`src/rtl/serial_word_tx.sv`:
```
// CPU serial output back end: buffers 16-bit words in a small FIFO and sends each
// one on the TX line as two 8N1 bytes, low byte first.
module serial_word_tx #(
  parameter int CLKS_PER_BIT = 434,
  parameter int ADDR_W       = 3
) (
  input  logic        Clock,
  input  logic        Reset,
  input  logic        SerialWrite,
  input  logic [15:0] SerialData,
  output logic        TxD,
  output logic        Full,
  output logic        Empty,
  output logic        Dropped
);

  localparam int DEPTH = 1 << ADDR_W;
  localparam int CNT_W = $clog2(CLKS_PER_BIT);
  localparam logic [CNT_W-1:0] BAUD_LAST = CNT_W'(CLKS_PER_BIT - 1);

  typedef enum logic [1:0] {
    S_IDLE  = 2'd0,
    S_START = 2'd1,
    S_DATA  = 2'd2,
    S_STOP  = 2'd3
  } state_t;

  logic [15:0]       mem_q [DEPTH];
  logic [ADDR_W-1:0] wr_ptr_q;
  logic [ADDR_W-1:0] rd_ptr_q;
  logic [ADDR_W:0]   count_q;
  logic [ADDR_W:0]   count_d;
  logic              dropped_q;
  logic              full;
  logic              empty;
  logic              push;
  logic              pop;
  logic [15:0]       head;

  state_t            state_q;
  logic              byte_sel_q;
  logic [2:0]        bit_idx_q;
  logic [CNT_W-1:0]  baud_q;
  logic [15:0]       word_q;
  logic [7:0]        shift_q;
  logic              tx_q;
  logic              baud_last;

  assign full      = (count_q == (ADDR_W + 1)'(DEPTH));
  assign empty     = (count_q == '0);
  assign push      = SerialWrite & ~full;
  assign pop       = (state_q == S_IDLE) & ~empty;
  assign head      = mem_q[rd_ptr_q];
  assign baud_last = (baud_q == BAUD_LAST);

  assign Full    = full;
  assign Empty   = empty;
  assign Dropped = dropped_q;
  assign TxD     = tx_q;

  always_comb begin
    count_d = count_q;
    unique case ({push, pop})
      2'b10:   count_d = count_q + 1'b1;
      2'b01:   count_d = count_q - 1'b1;
      default: count_d = count_q;
    endcase
  end

  // Storage needs no reset; only the pointers and count define its contents.
  always_ff @(posedge Clock) begin
    if (push) begin
      mem_q[wr_ptr_q] <= SerialData;
    end
  end

  always_ff @(posedge Clock) begin
    if (Reset) begin
      wr_ptr_q  <= '0;
      rd_ptr_q  <= '0;
      count_q   <= '0;
      dropped_q <= 1'b0;
    end else begin
      if (push) wr_ptr_q <= wr_ptr_q + 1'b1;
      if (pop)  rd_ptr_q <= rd_ptr_q + 1'b1;
      count_q   <= count_d;
      dropped_q <= SerialWrite & full;
    end
  end

  // The line register follows the current state, so TxD trails the state by one
  // cycle; every bit still lasts exactly CLKS_PER_BIT cycles.
  always_ff @(posedge Clock) begin
    if (Reset) begin
      state_q    <= S_IDLE;
      byte_sel_q <= 1'b0;
      bit_idx_q  <= '0;
      baud_q     <= '0;
      word_q     <= '0;
      shift_q    <= '0;
      tx_q       <= 1'b1;
    end else begin
      unique case (state_q)
        S_IDLE: begin
          tx_q <= 1'b1;
          if (!empty) begin
            word_q     <= head;
            shift_q    <= head[7:0];
            byte_sel_q <= 1'b0;
            baud_q     <= '0;
            state_q    <= S_START;
          end
        end
        S_START: begin
          tx_q <= 1'b0;
          if (baud_last) begin
            baud_q    <= '0;
            bit_idx_q <= '0;
            state_q   <= S_DATA;
          end else begin
            baud_q <= baud_q + 1'b1;
          end
        end
        S_DATA: begin
          tx_q <= shift_q[0];
          if (baud_last) begin
            baud_q    <= '0;
            shift_q   <= {1'b0, shift_q[7:1]};
            bit_idx_q <= bit_idx_q + 1'b1;
            if (bit_idx_q == 3'd7) state_q <= S_STOP;
          end else begin
            baud_q <= baud_q + 1'b1;
          end
        end
        S_STOP: begin
          tx_q <= 1'b1;
          if (baud_last) begin
            baud_q <= '0;
            if (!byte_sel_q) begin
              shift_q    <= word_q[15:8];
              byte_sel_q <= 1'b1;
              state_q    <= S_START;
            end else begin
              state_q <= S_IDLE;
            end
          end else begin
            baud_q <= baud_q + 1'b1;
          end
        end
        default: state_q <= S_IDLE;
      endcase
    end
  end

endmodule

```
`config.mk`:
```
export PLATFORM = sky130hd
export DESIGN_NAME = serial_word_tx
export DESIGN_NICKNAME = d
export VERILOG_FILES = /design/src/rtl/serial_word_tx.sv
export SDC_FILE = /design/constraint.sdc
export NUM_CORES = 1
export LEC_CHECK = 0
export ABC_CLOCK_PERIOD_IN_PS = 4700
export CORE_UTILIZATION = 51
export DETAILED_ROUTE_END_ITERATION = 8
export PLACE_DENSITY_LB_ADDON = 0.08
export SLEW_MARGIN = 10
export SYNTH_ARGS = -nofsm -noshare
export SYNTH_HDL_FRONTEND = slang
export SYNTH_SLANG_ARGS = --single-unit
```
`constraint.sdc`:
```
create_clock -name Clock -period 4.7 [get_ports Clock]
set_input_delay 0.47 -clock Clock [delete_from_list [all_inputs] [get_ports Clock]]
set_output_delay 0.47 -clock Clock [all_outputs]
set_load 0.005 [all_outputs]
```
Yosys cells after proc, flatten, opt, wreduce, memory -nomap -nowiden
Memory sizes are Yosys's and may differ from the RTL's. A register that Yosys moved wholly into a read port is not among the register bits.
Index checks and enable logic that the tools add are counted.

word-level totals
  flip-flop bits (word level) = 51
  memory bits (writable) = 128
  input port bits = 19
  output and inout port bits = 4
  word-level logic and storage cells = 77
  memories = 1

operators by class
  add/subtract/negate cells = 6
  eq/ne operators = 14
  multiplexer cells = 27
  bitwise logic cells = 5
  reductions and logical operators = 13

memories
  name   words  bits a word  read ports  clocked after Yosys merged registers in  write ports  RTL line  RTL
  mem_q  8      16           1           1                                        1            28        logic [15:0] mem_q [DEPTH];

operators by type and width
  kind                   number
  $mux W8                4
  $pmux W8 S3            1
  $mux W9                2
  $pmux W9 S2            1
  $mux W3                4
  $ne A2 B2 Y1 const B   6
  $mux W2                5
  $reduce_and A5 Y1      2
  $add A3 B1 Y3 const B  3
  $add A9 B1 Y9 const B  1
  $eq A9 B9 Y1 const B   1
  $pmux W2 S4            1
  $pmux W4 S2            1
  $eq A2 B2 Y1 const B   3
  $pmux W3 S2            1
  $reduce_and A3 Y1      2
  $reduce_bool A2 Y1     3
  $mux W1                5
  $add A4 B1 Y4 const B  1
  $eq A2 B1 Y1 const B   2
  $eq A4 B4 Y1 const B   1
  $logic_not A4 Y1       1
  $sub A4 B1 Y4 const B  1
  $and A1 B1 Y1          3
  9 further kinds        10

Depth between registers and ports, before layout
  depth in word-level cells = 5
  gate-level depth with buffers = 12
  gate-level depth less buffers = 10

Worst setup path before layout
Ideal clock, no wire load.

  path kind = flip-flop to flip-flop
  start = reg count_q[1]
  end = mem mem_q[0][0], enable pin
  library setup time = 0.430 ns
  arrival = 2.510 ns
  required time = 4.270 ns
  slack = 1.760 ns
  cell stages (with the launch flop) = 6
  path buffers = 2
  period minus slack after synthesis = 2.940 ns
  cell sequence = dfxtp_1 buf_2 or4b_1 clkbuf_1 nand2_2 nor4_1

on the way
  longest elaborated chain between the ends = 5

RTL lines
  element                        RTL line  RTL
  start: declaration             31        logic [ADDR_W:0] count_q;
  start signal: assignment       86        count_q <= count_d;
  $eq A4 B4 Y1                   49        assign full = (count_q == (ADDR_W + 1)'(DEPTH));
  $not A1 Y1                     51        assign push = SerialWrite & ~full;
  $and A1 B1 Y1                  51
  $mux W1                        72        if (push) begin
  $mux W1 (implied by the code)  73        mem_q[wr_ptr_q] <= SerialData;
  end: declaration               28

Every way passes these cells.

Final worst setup path
  start = reg state_q[0]
  end = reg count_q[2]

on the way
  longest elaborated chain between the ends = 4
  elaborated cells on any way between the ends = 6
  those cells by class = eq/ne: 2; mux: 1; bitwise: 1; reduce/logical: 2

RTL lines
  element                                                   RTL line  RTL
  start: declaration                                        40        state_t state_q;
  start signal: assignment                                  95        state_q <= S_IDLE;
  start signal: assignment                                  111       state_q <= S_START;
  start signal: assignment                                  119       state_q <= S_DATA;
  $logic_not A2 Y1 *                                        52        assign pop = (state_q == S_IDLE) & ~empty;
  $and A1 B1 Y1 *                                           52
  $eq A2 B1 Y1 / $eq A2 B2 Y1 (equally long branches)       63        unique case ({push, pop})
  $pmux W4 S2 / $reduce_bool A2 Y1 (equally long branches)  -

Mark *: on every way between the ends. The rest lies on a longest branch, timed or not.
A chain may end at the register's enable or synchronous reset.

==> reports/qor.txt <==
P&R area growth vs syn - 14.4%
TritonCTS Buffers - 17
Multi-input logic area - 0.00217 sq mm
RSZ-0062 raised after global routing - false
Post-layout min period - 3120 ps
Largest net degree at the start of global routing - 29
Cell Area, Synth - 0.00706 sq mm
Register area share after synthesis - 0.675
Final slew viol count - 0
Sw power - 1290 uW
Post-CTS setup buffers - 0
XOR/XNOR Fraction of Synth Area - 0.00868
Worst min path class - reg2reg
Crit-path slowest cell - o41a_1
Mean Syn Cell Area - 16.2 sq um
Drt first pass iters - 5
Layout Skew - 8.74 ps
Slew of the pin with the lowest slew margin - 986 ps
VDD IR max - 346 uV
Yosys warnings - 0
Post-route cell area - 0.00808 sq mm
Final worst setup slack - 1580 ps
Die ar. - 0.0143 sq mm
DRC - 0
IO Count - 23
Row Count - 42
Number of gates resized after CTS - 0
Met1 WL - 6170 um
Comb pwr share - 0.240
CP Cell Sequence - inv_1 > ha_1 > o41a_1 > ha_1 > xor2_1 > ha_1 > a21oi_1 > xor2_1 > or3_1 > a21oi_1
Wire length on met3 - 513 um
Critical Path RT - 5040 ps
Pre-CTS WS - 1560 ps
Critical path peak fanout - 21
Initial antenna violation count - 0
Most used cell, CP - ha_1
Synth area leader - edfxtp_1
Util after Layout - 0.605
Number of synthesized register bits - 174
Clk buf depth - 2
Max Clk Rate - 320 MHz
Commonest non-fill, non-tap cells in the layout - edfxtp_1, dfxtp_1, mux4_2
Mux share of post-synthesis cell area - 0.121
CTS tree - built
CP arrival - 3460 ps
FILL cells - 1016
Top sig layer - met4
Critical Path Sink Type - flop
H-tree Lvls - 4
Clk pwr share - 0.320
Hold_ws - 492 ps
Vias in the first global route - 3903
Placed Area - 0.00748 sq mm
CP startpoint kind - flop
Commonest non-fill, non-tap cell in the layout - edfxtp_1
Top-area cell type share of the netlist area - 0.544
Post-synthesis compound-gate area fraction - 0.0812
Mapped Cells - 435
Leakage - 0.00261 uW
N_diodes - 0
Largest cells by area after synthesis - edfxtp_1, dfxtp_1, mux4_2, ha_1, mux2i_1
Detailed-route wire length per cell - 20.4 um
Clock Latency Late Sink - 430 ps
Max incr delay on CP - 750 ps
Root buf cell - clkbuf_16
Met2 Wirelength - 6450 um
Overflow after GRT - 0
Final Hold Fails - 0
Syn Nets - 469
CP Buf/Inv Count - 1
Reg area - 0.00477 sq mm
Hold_buf cts - 0
Post-synthesis cell type count - 55
Post-synth EDFFs - 128
Seq pwr share - 0.440
Final setup TNS - 0 ps
Top delay family on crit path - adder cells
Initial Utilization - 0.529
Sw Ratio - 0.290
Clk slew on worst S/H paths - 60 ps
Layout cell share with drive strength beyond 1 - 0.181
Core footprint - 0.0133 sq mm
Adder-cell share of the synthesized area - 0.0266
Num Clock Sinks - 174
Final setup violation count - 0
Antenna viol nets, final - 0
Port bufs - 22
Final Routed Wirelength - 13300 um
P per Cell Area - 550 mW/mm^2
Post-synth top flop - edfxtp_1
Tot GR Track Use - 0.201
Main combinational cell family by area after synthesis - multiplexers
Internal - 3160 uW
CP Class - reg2reg
Slew HR - 0.338
Layout Nets - 497
Final GP Congestion - 0.816
Post-Synth Simple-Gate Area - 0.0659
Tcrit/Tclk final - 0.665
Die width - 120 um
Number of DRC markers in iteration 0 - 298
First-pass GRT wire length - 21000 um
Via count - 3889
DP HPWL - 8120 um
Via/cell ratio - 5.96
Status - completed
Max cap viols - 0
Asr flop ratio synth - 0
Die Ht - 120 um
[cell families (layout without fill, tap and decap cells)]
group | Yosys count | count (layout)
flip-flops | 174 | 174
AND/OR/NAND/NOR | 87 | 87
AO/OA/AOI/OAI | 76 | 76
multiplexers | 45 | 45
buffers and inverters | 31 | 72
adder cells (fa/ha/maj) | 15 | 15
XOR/XNOR | 7 | 7
[worst min-delay path: stages (launching register included)]
cell and delay, ps:
dfxtp_1 310, o21ai_0 70, a21oi_1 60
[through the flow]
stage | instances | total power, uW
final | 652 | 4440
after global routing | 652 | 4660
after CTS | 652 | 4480
after detailed placement | 620 | 3070
after global placement | 620 | 3030
after floorplan | 435 | 2780
[metal layers]
layer / track usage / vias up
met5: 0 / -
met4: 0.0680 / 0
li1: - / 1806
met1: 0.268 / 1981
met3: 0.0556 / 13
met2: 0.318 / 89
[Yosys cell counts (all sizes together) (3+ instances only)]
| cell | n |
|---|---|
| a21oi | 21 |
| nand3 | 9 |
| dfxtp | 46 |
| a211oi | 11 |
| nand2b | 5 |
| clkbuf | 10 |
| nor3b | 3 |
| edfxtp | 128 |
| nand2 | 19 |
| mux4 | 32 |
| xor2 | 6 |
| a311oi | 13 |
| mux2i | 12 |
| nor3 | 8 |
| buf | 15 |
| nor2 | 25 |
| a22oi | 3 |
| a41oi | 3 |
| inv | 6 |
| ha | 15 |
| o21ai | 7 |
| a222oi | 6 |
[worst paths after layout]
| check | start | endpoint | slack (ps) | depth (start not counted) |
|---|---|---|---|---|
| max | state_q[0] | count_q[2] | 1580 | 10 |
| min | bit_idx_q[2] | bit_idx_q[2] | 490 | 2 |
| max reg2reg | state_q[0] | count_q[2] | 1580 | 10 |
| min reg2reg | bit_idx_q[2] | bit_idx_q[2] | 490 | 2 |
[sequential cells by signal, indices dropped and copies added, names as in the netlist, named ones only]
signal,cells
TxD,1
wr_ptr_q,3
byte_sel_q,1
rd_ptr_q,3
count_q,4
shift_q,8
state_q,2
word_q,8
Dropped,1
mem_q,128
baud_q,9
bit_idx_q,3
[area by class of cell]
cell class	instances	area share
Multi-Input combinational cell	230	0.268
Tap cell	176	0.0273
Clock inverter	11	0.0189
Timing Repair Buffer	34	0.0384
Inverter	6	0.00279
Clock buffer	21	0.0545
Sequential cell	174	0.590
[power by group through the flow]
stage               logic [uW]  registers (uW)  clock network (uW)
finish                    1070            1960                1420
global route              1170            1980                1510
CTS                       1080            1960                1440
detailed placement        1070            1990                   0
global placement          1050            1990                   0
floorplan                  870            1920                   0
(Power assumes the default switching activity.)
